==> src/rtl/instr_fetch_unit_pkg.sv <==
// Purpose : shared types and constants for the instruction fetch unit.
// Latency : n/a (declarations only).
// Backpr. : n/a.
//
// Contents: FSM state enum, primary opcode constants for the main decoder,
// and the default reset fetch address.
package instr_fetch_unit_pkg;

    typedef enum logic [1:0] {
        IDLE = 2'd0,
        REQ  = 2'd1,
        HOLD = 2'd2
    } fetch_state_t;

    localparam logic [5:0] OPC_RTYPE = 6'b000000;
    localparam logic [5:0] OPC_LW    = 6'b100011;
    localparam logic [5:0] OPC_SW    = 6'b101011;
    localparam logic [5:0] OPC_BEQ   = 6'b000100;
    localparam logic [5:0] OPC_J     = 6'b000010;

    localparam logic [31:0] DEFAULT_RESET_PC = 32'h0000_0000;

endpackage

==> src/rtl/instr_fetch_unit_npc_gen.sv <==
// Purpose : combinational next-PC selection (jump > taken branch > sequential).
// Latency : 0 cycles, purely combinational.
// Backpr. : none; the caller registers o_npc only when the instruction is accepted.
//
// Ports:
//   i_pc        address of the presented instruction
//   i_instr_idx instr[25:0] (jump index; low 16 bits double as branch offset)
//   i_j, i_b, i_zero  jump / branch / ALU-zero controls
//   o_npc       next fetch address, modulo 2^32
module npc_gen
    import instr_fetch_unit_pkg::*;
(
    input  logic [31:0] i_pc,
    input  logic [25:0] i_instr_idx,
    input  logic        i_j,
    input  logic        i_b,
    input  logic        i_zero,
    output logic [31:0] o_npc
);

    logic [31:0] w_pc_plus4;
    logic [31:0] w_br_off;
    logic [31:0] w_jmp_tgt;
    logic [31:0] w_br_tgt;

    assign w_pc_plus4 = i_pc + 32'd4;
    // Word offset, sign-extended and scaled to bytes.
    assign w_br_off   = {{14{i_instr_idx[15]}}, i_instr_idx[15:0], 2'b00};
    assign w_br_tgt   = w_pc_plus4 + w_br_off;
    // Jump stays inside the 256 MB region of the delay-slot address.
    assign w_jmp_tgt  = {w_pc_plus4[31:28], i_instr_idx, 2'b00};

    always_comb begin
        o_npc = w_pc_plus4;
        if (i_j) begin
            o_npc = w_jmp_tgt;
        end else if (i_b && i_zero) begin
            o_npc = w_br_tgt;
        end
    end

endmodule

==> src/rtl/instr_fetch_unit.sv <==
// Purpose : single-outstanding instruction fetch with hold register toward decode.
// Latency : instr_valid one cycle after imem_rvalid; REQ re-entered on the accept edge.
// Backpr. : instr_ready=0 holds instr/opcode/pc and suppresses new requests.
//
// Ports:
//   clk, rst_n              clock (rising edge) and async active-low reset
//   imem_req/imem_addr      read request and byte address to instruction memory
//   imem_rvalid/imem_rdata  read response (only honoured while in REQ)
//   instr/opcode/pc         presented instruction, its opcode and its address
//   instr_valid/instr_ready hand-shake with decode/execute
//   J, B, Zero              next-PC controls, sampled only on accept
module instr_fetch_unit
    import instr_fetch_unit_pkg::*;
#(
    parameter logic [31:0] RESET_PC = DEFAULT_RESET_PC
) (
    input  logic        clk,
    input  logic        rst_n,
    output logic        imem_req,
    output logic [31:0] imem_addr,
    input  logic        imem_rvalid,
    input  logic [31:0] imem_rdata,
    output logic [31:0] instr,
    output logic [5:0]  opcode,
    output logic        instr_valid,
    input  logic        instr_ready,
    input  logic        J,
    input  logic        B,
    input  logic        Zero,
    output logic [31:0] pc
);

    fetch_state_t r_state;
    logic         r_imem_req;
    logic [31:0]  r_imem_addr;
    logic [31:0]  r_instr;
    logic [31:0]  r_pc;
    logic         r_instr_valid;
    logic [31:0]  w_npc;

    npc_gen u_npc_gen (
        .i_pc        (r_pc),
        .i_instr_idx (r_instr[25:0]),
        .i_j         (J),
        .i_b         (B),
        .i_zero      (Zero),
        .o_npc       (w_npc)
    );

    // All outputs come straight from registers, so reset clears them
    // asynchronously and req/valid can never glitch together.
    always_ff @(posedge clk or negedge rst_n) begin
        if (!rst_n) begin
            r_state       <= IDLE;
            r_imem_req    <= 1'b0;
            r_imem_addr   <= RESET_PC;
            r_instr       <= 32'h0;
            r_pc          <= RESET_PC;
            r_instr_valid <= 1'b0;
        end else begin
            case (r_state)
                IDLE: begin
                    r_state     <= REQ;
                    r_imem_req  <= 1'b1;
                    r_imem_addr <= RESET_PC;
                end
                REQ: begin
                    if (imem_rvalid) begin
                        r_state       <= HOLD;
                        r_imem_req    <= 1'b0;
                        r_instr       <= imem_rdata;
                        r_pc          <= r_imem_addr;
                        r_instr_valid <= 1'b1;
                    end
                end
                HOLD: begin
                    // rvalid is ignored here: nothing is outstanding.
                    if (instr_ready) begin
                        r_state       <= REQ;
                        r_imem_req    <= 1'b1;
                        r_imem_addr   <= w_npc;
                        r_instr_valid <= 1'b0;
                    end
                end
                default: begin
                    r_state       <= IDLE;
                    r_imem_req    <= 1'b0;
                    r_instr_valid <= 1'b0;
                end
            endcase
        end
    end

    assign imem_req    = r_imem_req;
    assign imem_addr   = r_imem_addr;
    assign instr       = r_instr;
    assign opcode      = r_instr[31:26];
    assign instr_valid = r_instr_valid;
    assign pc          = r_pc;

endmodule

==> config.mk <==
export PLATFORM = sky130hd
export DESIGN_NAME = instr_fetch_unit
export DESIGN_NICKNAME = d
export VERILOG_FILES = /design/src/rtl/instr_fetch_unit_pkg.sv /design/src/rtl/instr_fetch_unit_npc_gen.sv /design/src/rtl/instr_fetch_unit.sv
export SDC_FILE = /design/constraint.sdc
export NUM_CORES = 1
export LEC_CHECK = 0
export ABC_CLOCK_PERIOD_IN_PS = 6300
export CORE_MARGIN = 3
export CORE_UTILIZATION = 55
export DETAILED_ROUTE_END_ITERATION = 16
export PLACE_DENSITY = 0.84
export SLEW_MARGIN = 5
export SYNTH_ARGS = -nofsm -noshare
export SYNTH_HDL_FRONTEND = slang
export SYNTH_HIERARCHICAL = 1
export SYNTH_SLANG_ARGS = --single-unit
==> constraint.sdc <==
create_clock -name clk -period 6.3 [get_ports clk]
set_clock_uncertainty 0.15 [all_clocks]
set_input_delay 1.26 -clock clk [delete_from_list [all_inputs] [get_ports clk]]
set_output_delay 1.26 -clock clk [all_outputs]
set_load 0.02 [all_outputs]
[Word-level counts from Yosys, hierarchy flattened]
Cells that the tools add are included.
Cells by class
  eq/ne operators: 4
  add/subtract/negate cells: 2
  reductions and logical operators: 7
  multiplexer cells: 13
  bitwise gates (word level): 1
Operator list (count)
  32-bit 2-to-1 mux: 3
  32-bit one-hot mux with 2 select lines: 1
  32-bit by 3-bit adder with 32-bit output, second input constant: 1
  32-bit adder: 1
  1-bit one-hot mux with 3 select lines: 2
  2-bit one-hot mux with 3 select lines: 1
  2-bit AND reduction: 3
  1-bit 2-to-1 mux: 4
  2-bit 2-to-1 mux: 2
  2-bit != test, second input constant: 2
  3-bit AND reduction: 1
  2-bit by 1-bit == test with 1-bit output, second input constant: 1
  2-bit == test, second input constant: 1
  2-bit zero test: 1
  2-bit nonzero test: 1
  1-bit logical AND: 1
  1-bit NOT: 1
Storage, ports and cells
  flip-flop bits (word level): 100
  logic and storage cells: 33
  output and inout bits: 104
  input bits: 39

[Logic depth before layout (Yosys ltp)]
Gate-level depths: netlist of run 1.
  depth after elaboration: 6
  gate-level depth with buffers: 17
  gate-level depth less buffers: 15

[Hierarchy]
Netlist of run 1, hierarchy kept.
By module, submodules not included
  instr_fetch_unit: seq. area each 2477.4 um^2, cells an instance 331, area an instance 4399.2 um^2, instances 1
  npc_gen: seq. area each 0.0 um^2, cells an instance 430, area an instance 2929.1 um^2, instances 1

[Worst setup path before layout of run 1]
Ideal clock, no wire load.
  path kind: flip-flop to flip-flop
  start point: register r_pc[8] (netlist: pc[8])
  end point: register r_imem_addr[28] (netlist: imem_addr[28])
  library setup time: 87 ps
  stages on the path, launching flop included: 16
  setup slack: 2781 ps
  period minus slack after synthesis: 3519 ps
  arrival: 3282 ps
  buffers on the path: 0
  data required time: 6063 ps
  path through: dfrtp_1 -> and4_4 -> nand4_4 -> nor3_4 -> nand3_1 -> xnor2_1 -> ha_1 -> a21oi_1 -> o21ai_0 -> a2111oi_0 -> nor2_1 -> nor4b_1 -> a21oi_1 -> o21ai_0 -> nand4b_1 -> o211ai_1
On the way
  word-level cells in the longest chain between the ends: 6
Ends and longest elaborated chain
  start: declaration: RTL line instr_fetch_unit.sv:37  | logic [31:0] r_pc;
  start signal: assignment: RTL line instr_fetch_unit.sv:72  | r_pc <= r_imem_addr;
  32-bit by 3-bit adder with 32-bit output (*): RTL line instr_fetch_unit_npc_gen.sv:26  | assign w_pc_plus4 = i_pc + 32'd4;
  32-bit adder: RTL line instr_fetch_unit_npc_gen.sv:29  | assign w_br_tgt = w_pc_plus4 + w_br_off;
  32-bit 2-to-1 mux: RTL line instr_fetch_unit_npc_gen.sv:37  | end else if (i_b && i_zero) begin
  32-bit 2-to-1 mux (*): RTL line instr_fetch_unit_npc_gen.sv:35  | if (i_j) begin
  named net w_npc[28]: RTL line instr_fetch_unit.sv:39  | logic [31:0] w_npc;
  32-bit 2-to-1 mux (*): RTL line instr_fetch_unit.sv:78  | if (instr_ready) begin
  32-bit one-hot mux with 2 select lines (*): RTL line instr_fetch_unit.sv:61  | case (r_state)
  end signal: assignment: RTL line instr_fetch_unit.sv:81  | r_imem_addr <= w_npc;
  end: declaration: RTL line instr_fetch_unit.sv:35  | logic [31:0] r_imem_addr;
Mark *: on every way through the listed nets, which the timed path passes. The rest lies on a longest branch. The select of a mux whose other input is x is not followed.
A chain may end at the register's enable or synchronous reset.

[Final worst setup path of run 1]
  start point: register r_pc[2] (netlist: pc[2])
  end point: register r_imem_addr[27] (netlist: imem_addr[27])
On the way
  word-level cells in the longest chain between the ends: 6
Ends and longest elaborated chain (RTL line)
  32-bit by 3-bit adder with 32-bit output (*): instr_fetch_unit_npc_gen.sv:26
  32-bit adder: instr_fetch_unit_npc_gen.sv:29
  32-bit 2-to-1 mux (*): instr_fetch_unit_npc_gen.sv:37
  32-bit 2-to-1 mux (*): instr_fetch_unit_npc_gen.sv:35
  named net w_npc[27]: instr_fetch_unit.sv:39
  32-bit 2-to-1 mux (*): instr_fetch_unit.sv:78
  32-bit one-hot mux with 2 select lines (*): instr_fetch_unit.sv:61
Marked as above.

==> impl_results.md, run 1 <==
* Cell family with most CP delay: compound AO/OA/AOI/OAI gates
* Routed vias at 6556
* Cts repair resizes at 0
* Post-CTS Setup Inserts at 0
* Clk_lat worst skew at 0.36 ns
* Yosys cell types at 70
* Reg2reg start: pc[2]$_DFFE_PN0P_
* Psw at 2.12 mW
* Die ar. at 0.0147 mm2
* Total Wirelength at 22600 um
* Largest net degree at the start of global routing at 71
* Mapped cell area at 0.00733 mm2
* Remaining antenna violation count after routing at 0
* CTS H-tree depth at 3
* Clock slew seen by the registers of the worst setup and hold paths at 0.08 ns
* CTS tree: yes
* Register bit total from synthesis at 99
* EDFF count, synth at 0
* Most used cell, CP: ha_1
* Most common cell in the synthesized netlist: dfrtp_1
* Syn Nets at 838
* Post-route minimum period at 4.14 ns
* Min-delay src: instr_valid$_DFFE_PN0P_
* Power density cells at 511 mW/mm2
* Remaining DRCs at 0
* Vias in the first global route at 6526
* Final net count at 952
* Cell Chain, Critical Path: ha_1, and2_1, nand4_1, xnor2_1, ha_1, and4_4, a221oi_2, a31oi_1, o21a_1, mux2_4, a22oi_2, nand4b_1, o211ai_1
* Placed inst area at 0.00877 mm2
* CP Launch Type: flop
* Slew @ Worst Pin at 0.983 ns
* Setup-failing EPs final at 0
* Area growth from synthesis to final layout at 23.9%
* Period Utilization, post-route at 0.658
* Slowest-stage cell, CP: dfrtp_1
* Critical-path maximum fanout at 11
* Hold path depth at 1
* Final Max Tran Viols at 0
* Initial antenna violation count at 0
* Post-Synthesis Cells at 761
* First-iteration detailed-routing DRC count at 634
* Total gr overflow at 0
* Critical path type: reg -> reg
* # diodes at 0
* Gp weighted congestion at 0.924
* Critical Path AT at 4.26 ns
* Primary FF master, synth: dfrtp_1
* Port Buffer Count at 142
* Ys async rst share at 1.00
* Fraction of layout cells with a size suffix above 1 at 0.135
* Ys Warns at 6
* Seq pwr share at 0.265
* Inst Count DP at 1036
* Dominant cell type by area after synthesis: dfrtp_1
* I/O Pins at 143
* Root buffer cell: clkbuf_16
* Synth top area cells: dfrtp_1, mux2_4, ha_1, o211ai_1, xnor2_1
* Req. time, crit path at 6.42 ns
* Worst setup EP type: flop
* CP startpoint: pc[2]$_DFFE_PN0P_
* First-pass GRT wire length at 36100 um
* Area of the core at 0.0128 mm2
* Worst reg2reg path depth at 13
* DRT Pass-1 Iters at 7
* Leak pwr at 3.94 nW
* TritonCTS buffer count at 9
* Die H at 121 um
* Unrepaired setup endpoints after global routing: no
* WP depth at 13
* VDD IR max at 0.372 mV
* Syn Area/Cell at 9.63 um2
* Clock share of power at 0.128
* Worst-case clock buffer depth at 2
* Via/cell ratio at 6.23
* Num rows at 41
* Initial core utilization at 0.571
* Final instance area at 0.00908 mm2
* Seq/Total Area, Yosys at 0.338
* Clk sink count at 99
* Logic pwr share at 0.607
* Buf+Inv Stages, Crit Path at 0
* Total track usage at 0.315
* Top cell type's share of synthesized area at 0.338
* P_int at 2.52 mW
* Min-delay worst type: reg -> reg
* Status: finished, final reports clean
* Final Hold Fails at 0
* Reported max-cap violation count at 0
* Fmax at 241 MHz
* Die W at 121 um
* Slew headroom at 0.345
* Synth cell count leaders: dfrtp_1, nand2_1, mux2_4, a21oi_1, inv_1
* Setup_tns at 0 ns
* Final HPWL DP at 16200 um
* Finished Layout Cells at 1052
* Hold_buf cts at 0
* CP peak stage delay at 0.56 ns
* Switching share of power at 0.457
* Routed len/inst at 21.5 um
## final cells by class
class | instances | area (um2)
Sequential cell | 99 | 2480
Fill cell | 988 | 3750
Inverter | 46 | 173
Clock inverter | 6 | 80.1
Multi-Input combinational cell | 567 | 4410
Tap cell | 172 | 215
Timing Repair Buffer | 152 | 1490
Clock buffer | 10 | 229
## cells in the final DEF, fill, tap and decap left out, types with 11 or more instances in the layout
master,count
o211ai_1,39
mux2_4,50
inv_1,45
a21o_1,14
buf_4,11
a21oi_1,45
clkdlybuf4s50_1,141
xnor2_1,33
nand2_1,76
o21ai_0,26
mux2_2,19
xor2_1,14
nand4_1,16
dfrtp_1,98
nand3_1,21
ha_1,37
nand4b_1,32
nor2_1,34
## power by group through the flow
| stage | clock network, mW | registers, mW | logic, mW |
|---|---|---|---|
| 5_1_grt | 0.625 | 1.27 | 3.03 |
| 6_report | 0.594 | 1.23 | 2.82 |
| 4_1_cts | 0.605 | 1.22 | 2.79 |
| 3_5_place_dp | 0 | 1.23 | 2.77 |
| 3_3_place_gp | 0 | 1.21 | 2.74 |
| 2_1_floorplan | 0 | 1.43 | 1.61 |
## registers in the layout (all words and copies together) (netlist names)
register / count
imem_addr: 32
instr: 32
instr_valid: 1
pc: 32
r_state: 2
## routing by layer
| metal | wire (um) | vias to the layer above | GRT usage | part of all wire |
|---|---|---|---|---|
| met3 | 1840 | 30 | 0.0709 | 0.081 |
| met4 | 325 | 0 | 0.0826 | 0.014 |
| met1 | 9840 | 3230 | 0.433 | 0.43 |
| met2 | 10600 | 286 | 0.502 | 0.47 |
| met5 | 0 | - | 0 | 0 |
| li1 | - | 3010 | - | - |
## kinds of logic (layout without fill, tap and decap cells)
logic type      Yosys count  count (layout)  share of synthesized area
compound gates          181             181                      0.171
xor+xnor                 47              47                     0.0562
fa+ha+maj                38              38                     0.0659
buf+inv                  95             214                     0.0606
flops                    99              99                      0.338
mux                      71              71                      0.134
simple gates            230             230                      0.174
## per-stage QoR
step / utilization / hold slack (ns) / power [mW] / setup WS, ns
floorplan: - / 0.466 / 3.04 / 2.78
global route: 0.708 / 0.409 / 4.92 / 1.86
CTS: 0.708 / 0.392 / 4.62 / 2.26
detailed placement: 0.684 / 0.370 / 3.99 / 2.29
global placement: 0.684 / 0.351 / 3.95 / 2.34
finish: 0.708 / 0.384 / 4.64 / 2.16
## worst paths after layout
kind / slack [ns] / endpoint
max: 2.16 / imem_addr[27]$_DFFE_PN0P_
min: 0.38 / instr_valid$_DFFE_PN0P_
max reg2reg: 2.16 / imem_addr[27]$_DFFE_PN0P_
min reg2reg: 0.38 / instr_valid$_DFFE_PN0P_
max in group asynchronous: 4.11 / r_state[0]$_DFFE_PN0P_
min in group asynchronous: 0.71 / pc[12]$_DFFE_PN0P_
## worst register-to-register path, cell delays in order (launching register included)
cell	delay, ns
dfrtp_1	0.56
ha_1	0.30
and2_1	0.27
nand4_1	0.17
xnor2_1	0.31
ha_1	0.39
and4_4	0.25
a221oi_2	0.38
a31oi_1	0.26
o21a_1	0.26
mux2_4	0.31
a22oi_2	0.20
nand4b_1	0.13
o211ai_1	0.12
No activity file was read; power rests on OpenSTA's default activity.
==> run 2: changes to the inputs <==
Settings changed: ABC_CLOCK_PERIOD_IN_PS 6300 to 4100, CORE_UTILIZATION 55 to 53, PLACE_DENSITY 0.84 to 0.81.
Clock period 6.3 ns to 4.1 ns, I/O delays scaled along.
==> run 2 against run 1 <==
  * Routed wire length increased by 1.9%
  * Die area increased by 3.6%
  * Critical path depth increased by 2
  * Global-route usage decreased by 0.64 points
  * Largest power group unchanged
  * Largest cell class unchanged
  * Critical path type unchanged
  * Non-clock buffer count increased by 12
  * Final cell count increased by 1.4%
  * Combinational power increased by 59%
  * Via count increased by 1.4%
  * Hold slack got worse by 0.10 ns
  * Register-to-register slack got worse by 1.9 ns
==> impl_results.md, run 2 (synthesis gave the netlist of run 1 again) <==
* Status: finished, final reports clean
* Critical-path maximum fanout at 7
* Most common cell after layout, fill and taps aside: clkdlybuf4s50_1
* Initial antenna violation count at 0
* R2R Path End: imem_addr[30]$_DFFE_PN0P_
* Num rows at 42
* Die W at 124 um
* Slew headroom at 0.430
* Clk sink count at 99
* Worst-case clock buffer depth at 2
* Vias in the first global route at 6572
* Gp weighted congestion at 0.946
* Unrepaired setup endpoints after global routing: yes
* Final Hold Fails at 0
* Worst setup EP type: flop
* Final Max Tran Viols at 0
* Critical Path AT at 4.00 ns
* Worst R2R Setup Slack at 0.22 ns
* Area of the core at 0.0134 mm2
* Final HPWL DP at 17100 um
* Leak pwr at 4.01 nW
* Slew @ Worst Pin at 0.855 ns
* Total Wirelength at 23100 um
* Final net count at 964
* CP Launch Type: flop
* Root buffer cell: clkbuf_16
* Clk_lat worst skew at 0.36 ns
* Setup ws final at 0.220 ns
* Area growth from synthesis to final layout at 26.2%
* Total track usage at 0.308
* Post-route minimum period at 3.88 ns
* Remaining DRCs at 0
* Routed len/inst at 21.6 um
* Fmax at 258 MHz
* Leading cell types in the layout, fill and taps excluded: clkdlybuf4s50_1, dfrtp_1, nand2_1
* Initial core utilization at 0.547
* # diodes at 0
* Fraction of layout cells with a size suffix above 1 at 0.165
* Remaining antenna violation count after routing at 0
* Clock slew seen by the registers of the worst setup and hold paths at 0.07 ns
* Largest net degree at the start of global routing at 45
* Req. time, crit path at 4.22 ns
* Hold_buf cts at 0
* Dpl ws at 0.0848 ns
* Worst reg2reg path depth at 15
* VDD IR max at 0.829 mV
* Die H at 124 um
* CTS H-tree depth at 3
* First-iteration detailed-routing DRC count at 632
* Routed vias at 6648
* Setup-failing EPs final at 0
* CTS tree: yes
* DRT Pass-1 Iters at 7
* Period Utilization, post-route at 0.946
* Die ar. at 0.0153 mm2
* Port Buffer Count at 142
* Critical path type: reg -> reg
* Setup_tns at 0 ns
* First-pass GRT wire length at 36100 um
* Reg2reg start: pc[8]$_DFFE_PN0P_
* Power density cells at 776 mW/mm2
* Fill count at 1058
* I/O Pins at 143
* Reported max-cap violation count at 0
* Min-delay worst type: in -> async
* Via/cell ratio at 6.23
* TritonCTS buffer count at 9
* Total gr overflow at 0
run 2: changes by cell type in the layout (fill, tap and decap cells not counted), sizes merged:
cell	before	now
buf	11	23
clkbuf	10	9
clkinv	3	4
bufinv	1	0
run 2: worst max path at each step:
stage	slack, ns	endpoint	startpoint	cells past startpoint
final	0.22	imem_addr[30]$_DFFE_PN0P_	pc[8]$_DFFE_PN0P_	15
after global routing	-0.01	imem_addr[31]$_DFFE_PN0P_	pc[8]$_DFFE_PN0P_	15
after CTS	0.03	imem_addr[30]$_DFFE_PN0P_	pc[4]$_DFFE_PN0P_	15
after detailed placement	0.08	imem_addr[30]$_DFFE_PN0P_	pc[4]$_DFFE_PN0P_	15
after global placement	0.11	imem_addr[30]$_DFFE_PN0P_	pc[5]$_DFFE_PN0P_	15
after floorplan	0.58	imem_addr[28]$_DFFE_PN0P_	pc[8]$_DFFE_PN0P_	15
run 2: routing by layer:
layer / part of all wire / vias up / track usage
met2: 0.46 / 316 / 0.476
met1: 0.44 / 3267 / 0.431
met5: 0 / - / 0
met3: 0.079 / 37 / 0.0695
met4: 0.023 / 0 / 0.0962
li1: - / 3028 / -
run 2: layout make-up:
type	instances	area [um2]	share of cell area
multi-input combinational	567	4480	0.484
sequential	99	2480	0.269
timing repair buffer	164	1610	0.174
clock buffer	9	225	0.0244
tap	176	220	0.0238
inverter	46	173	0.0187
clock inverter	6	57.6	0.00622
run 2: repair_timing:
action | in CTS | in global routing
buffers inserted | 0 | 1
setup endpoints to repair | 0 | 9
resized for setup | 0 | 20
hold endpoints to repair | 0 | 0
run 2: stage by stage:
stage	hold WS [ns]	area, um2	std cells	utilization	power (mW)
floorplan	0.374	7330	761	-	4.67
global placement	0.357	8880	1051	0.663	6.13
detailed placement	0.362	8880	1051	0.663	6.21
CTS	0.300	9160	1066	0.684	7.08
global route	0.306	9250	1067	0.690	7.62
finish	0.283	9250	1067	0.690	7.17
run 2: worst max-delay path: stages, from the launching register on:
cell and delay, ns:
dfrtp_1 0.47, and4_4 0.31, nand4_4 0.17, nor2_1 0.26, nand3_1 0.16, xnor2_2 0.25
ha_1 0.32, a21oi_1 0.21, o21ai_0 0.18, a311oi_2 0.36, a211oi_4 0.14, a21oi_2 0.22
xor2_1 0.09, a21oi_1 0.19, nand4b_1 0.14, o211ai_1 0.15
run 2: where the power goes:
group | switching (mW) | leakage [nW] | internal [mW]
combinational | 2.37 | 2.59 | 2.10
clock | 0.407 | 0.140 | 0.422
sequential | 0.519 | 1.28 | 1.35
total | 3.29 | 4.01 | 3.88
==> run 3: changes to the inputs <==
Settings changed: CORE_UTILIZATION 53 to 54, CTS_BUF_LIST from default to sky130_fd_sc_hd__clkbuf_2 sky130_fd_sc_hd__clkbuf_4 sky130_fd_sc_hd__clkbuf_8, CTS_CLUSTER_DIAMETER from default to 120, PLACE_DENSITY 0.81 to 0.83, TNS_END_PERCENT from default to 30.
==> run 3 against run 2 <==
  * Sequential power grew 3%
  * Sequential share of layout area grew 0.37 points
  * Worst setup slack worse by 0.083 ns
  * Via count increased by 0.21%
  * Hold slack better by 0.029 ns
  * Die area decreased by 1.8%
  * Critical path type unchanged
  * Utilization is 1.7 points higher
  * Critical path depth down 2
  * Power is 2.7% lower
  * First-iteration DRC count is 15% higher
  * Highest routed layer is now met5
==> impl_results.md, run 3 (synthesis gave the netlist of run 1 again) <==
* Status: finished, final reports clean
* Die H at 122 um
* Final net count at 965
* Total gr overflow at 0
* Remaining antenna violation count after routing at 0
* Critical-path maximum fanout at 9
* Critical path type: reg -> reg
* Min-delay worst type: in -> async
* Root buffer cell: clkbuf_8
* First-pass GRT wire length at 35900 um
* Total track usage at 0.312
* Unrepaired setup endpoints after global routing: no
* Die ar. at 0.0150 mm2
* Crit path to: imem_addr[27]$_DFFE_PN0P_
* VDD IR max at 0.516 mV
* TritonCTS buffer count at 9
* Area growth from synthesis to final layout at 24.8%
* Final HPWL DP at 17000 um
* Cell Chain, Critical Path: ha_1, and2_2, nand4_1, xnor2_1, ha_1, and4_4, a221oi_2, a31oi_2, o21a_1, mux2_4, a22oi_2, nand4b_1, o211ai_1
* CTS tree: yes
* Clk sink count at 99
* Fraction of layout cells with a size suffix above 1 at 0.170
* Slew @ Worst Pin at 0.979 ns
* Routed vias at 6662
* Slew headroom at 0.345
* Area of the core at 0.0129 mm2
* Setup-failing EPs final at 0
* Largest net degree at the start of global routing at 100
* Dpl ws at 0.135 ns
* Clk_lat worst skew at 0.40 ns
* Vias in the first global route at 6612
* Setup ws final at 0.138 ns
* Initial core utilization at 0.567
* Req. time, crit path at 4.27 ns
* Clock slew seen by the registers of the worst setup and hold paths at 0.11 ns
* CTS H-tree depth at 3
* Reported max-cap violation count at 0
* Finished Layout Cells at 1065
* Power density cells at 763 mW/mm2
* Worst setup EP type: flop
* Reg2reg start: pc[3]$_DFFE_PN0P_
* Inst Count DP at 1047
* Final Max Tran Viols at 0
* Fill count at 992
* Worst reg2reg path depth at 13
* # diodes at 0
* Post-route minimum period at 3.96 ns
* Critical Path AT at 4.13 ns
* Most common cell after layout, fill and taps aside: clkdlybuf4s50_1
* DRT Pass-1 Iters at 5
* Leading cell types in the layout, fill and taps excluded: clkdlybuf4s50_1, dfrtp_1, nand2_1
* Final Hold Fails at 0
* Setup_tns at 0 ns
* Period Utilization, post-route at 0.966
* Die W at 122 um
* Num rows at 41
* Initial antenna violation count at 1
* I/O Pins at 143
* Worst-case clock buffer depth at 2
* Routed len/inst at 21.8 um
* Total Wirelength at 23200 um
* Remaining DRCs at 0
* Gp weighted congestion at 0.979
* Slowest-stage cell, CP: dfrtp_1
* Leak pwr at 3.97 nW
* R2R Path End: imem_addr[27]$_DFFE_PN0P_
* Via/cell ratio at 6.26
* Most used cell, CP: ha_1
* Port Buffer Count at 142
* Fmax at 252 MHz
* Worst R2R Setup Slack at 0.14 ns
* CP peak stage delay at 0.49 ns
* First-iteration detailed-routing DRC count at 726
* CP startpoint: pc[3]$_DFFE_PN0P_
* CP Launch Type: flop
## run 3: how the worst min path moves through the flow
| stage | startpoint | endpoint | cells past startpoint |
|---|---|---|---|
| after global placement | instr_valid$_DFFE_PN0P_ | instr_valid$_DFFE_PN0P_ | 1 |
| final | rst_n | pc[11]$_DFFE_PN0P_ | 2 |
| after CTS | rst_n | instr[5]$_DFFE_PN0P_ | 2 |
| after detailed placement | instr_valid$_DFFE_PN0P_ | instr_valid$_DFFE_PN0P_ | 1 |
| after global routing | rst_n | pc[11]$_DFFE_PN0P_ | 2 |
| after floorplan | rst_n | imem_addr[0]$_DFFE_PN0P_ | 0 |
## run 3: final cells by class
class                      count  area, um2  share of cell area
clock buffer                  10        138              0.0151
clock inverter                 6       66.3             0.00725
inverter                      46        173              0.0189
multi-input combinational    567       4460               0.488
sequential                    99       2490               0.272
tap                          172        215              0.0235
timing repair buffer         165       1600               0.175
## run 3: per-stage QoR
step	total power [mW]	cell area (um2)	hold slack (ns)	util
final	6.98	9140	0.312	0.707
after global routing	7.41	9140	0.329	0.707
after CTS	6.92	9060	0.320	0.701
after detailed placement	6.22	8860	0.354	0.685
after global placement	6.14	8860	0.351	0.685
after floorplan	4.67	7330	0.374	-
## run 3: worst max-delay path: cells and delay by family, from the launching register on
kind | cells | cell delay, ns
muxes | 1 | 0.31
and+or+nand+nor | 4 | 0.74
adders and majority gates | 2 | 0.66
xor gates and xnor gates | 1 | 0.30
AOI/OAI and AO/OA | 5 | 1.21
DFF | 1 | 0.49
## run 3: layer usage
layer	track usage	wire [um]
met4	0.0840	406
met5	0	13
met3	0.0912	1910
met1	0.427	10100
met2	0.485	10800
## run 3: where the power goes
part / internal, mW / leakage, nW / switching [mW]
clock network: 0.256 / 0.101 / 0.412
registers: 1.35 / 1.27 / 0.564
logic: 2.08 / 2.60 / 2.31
## run 3: repair_timing
item / CTS / global route
resized for setup: 0 / 21
setup buffers: 0 / 2
endpoints found under the setup margin: 0 / 8
hold buffers: 0 / 0
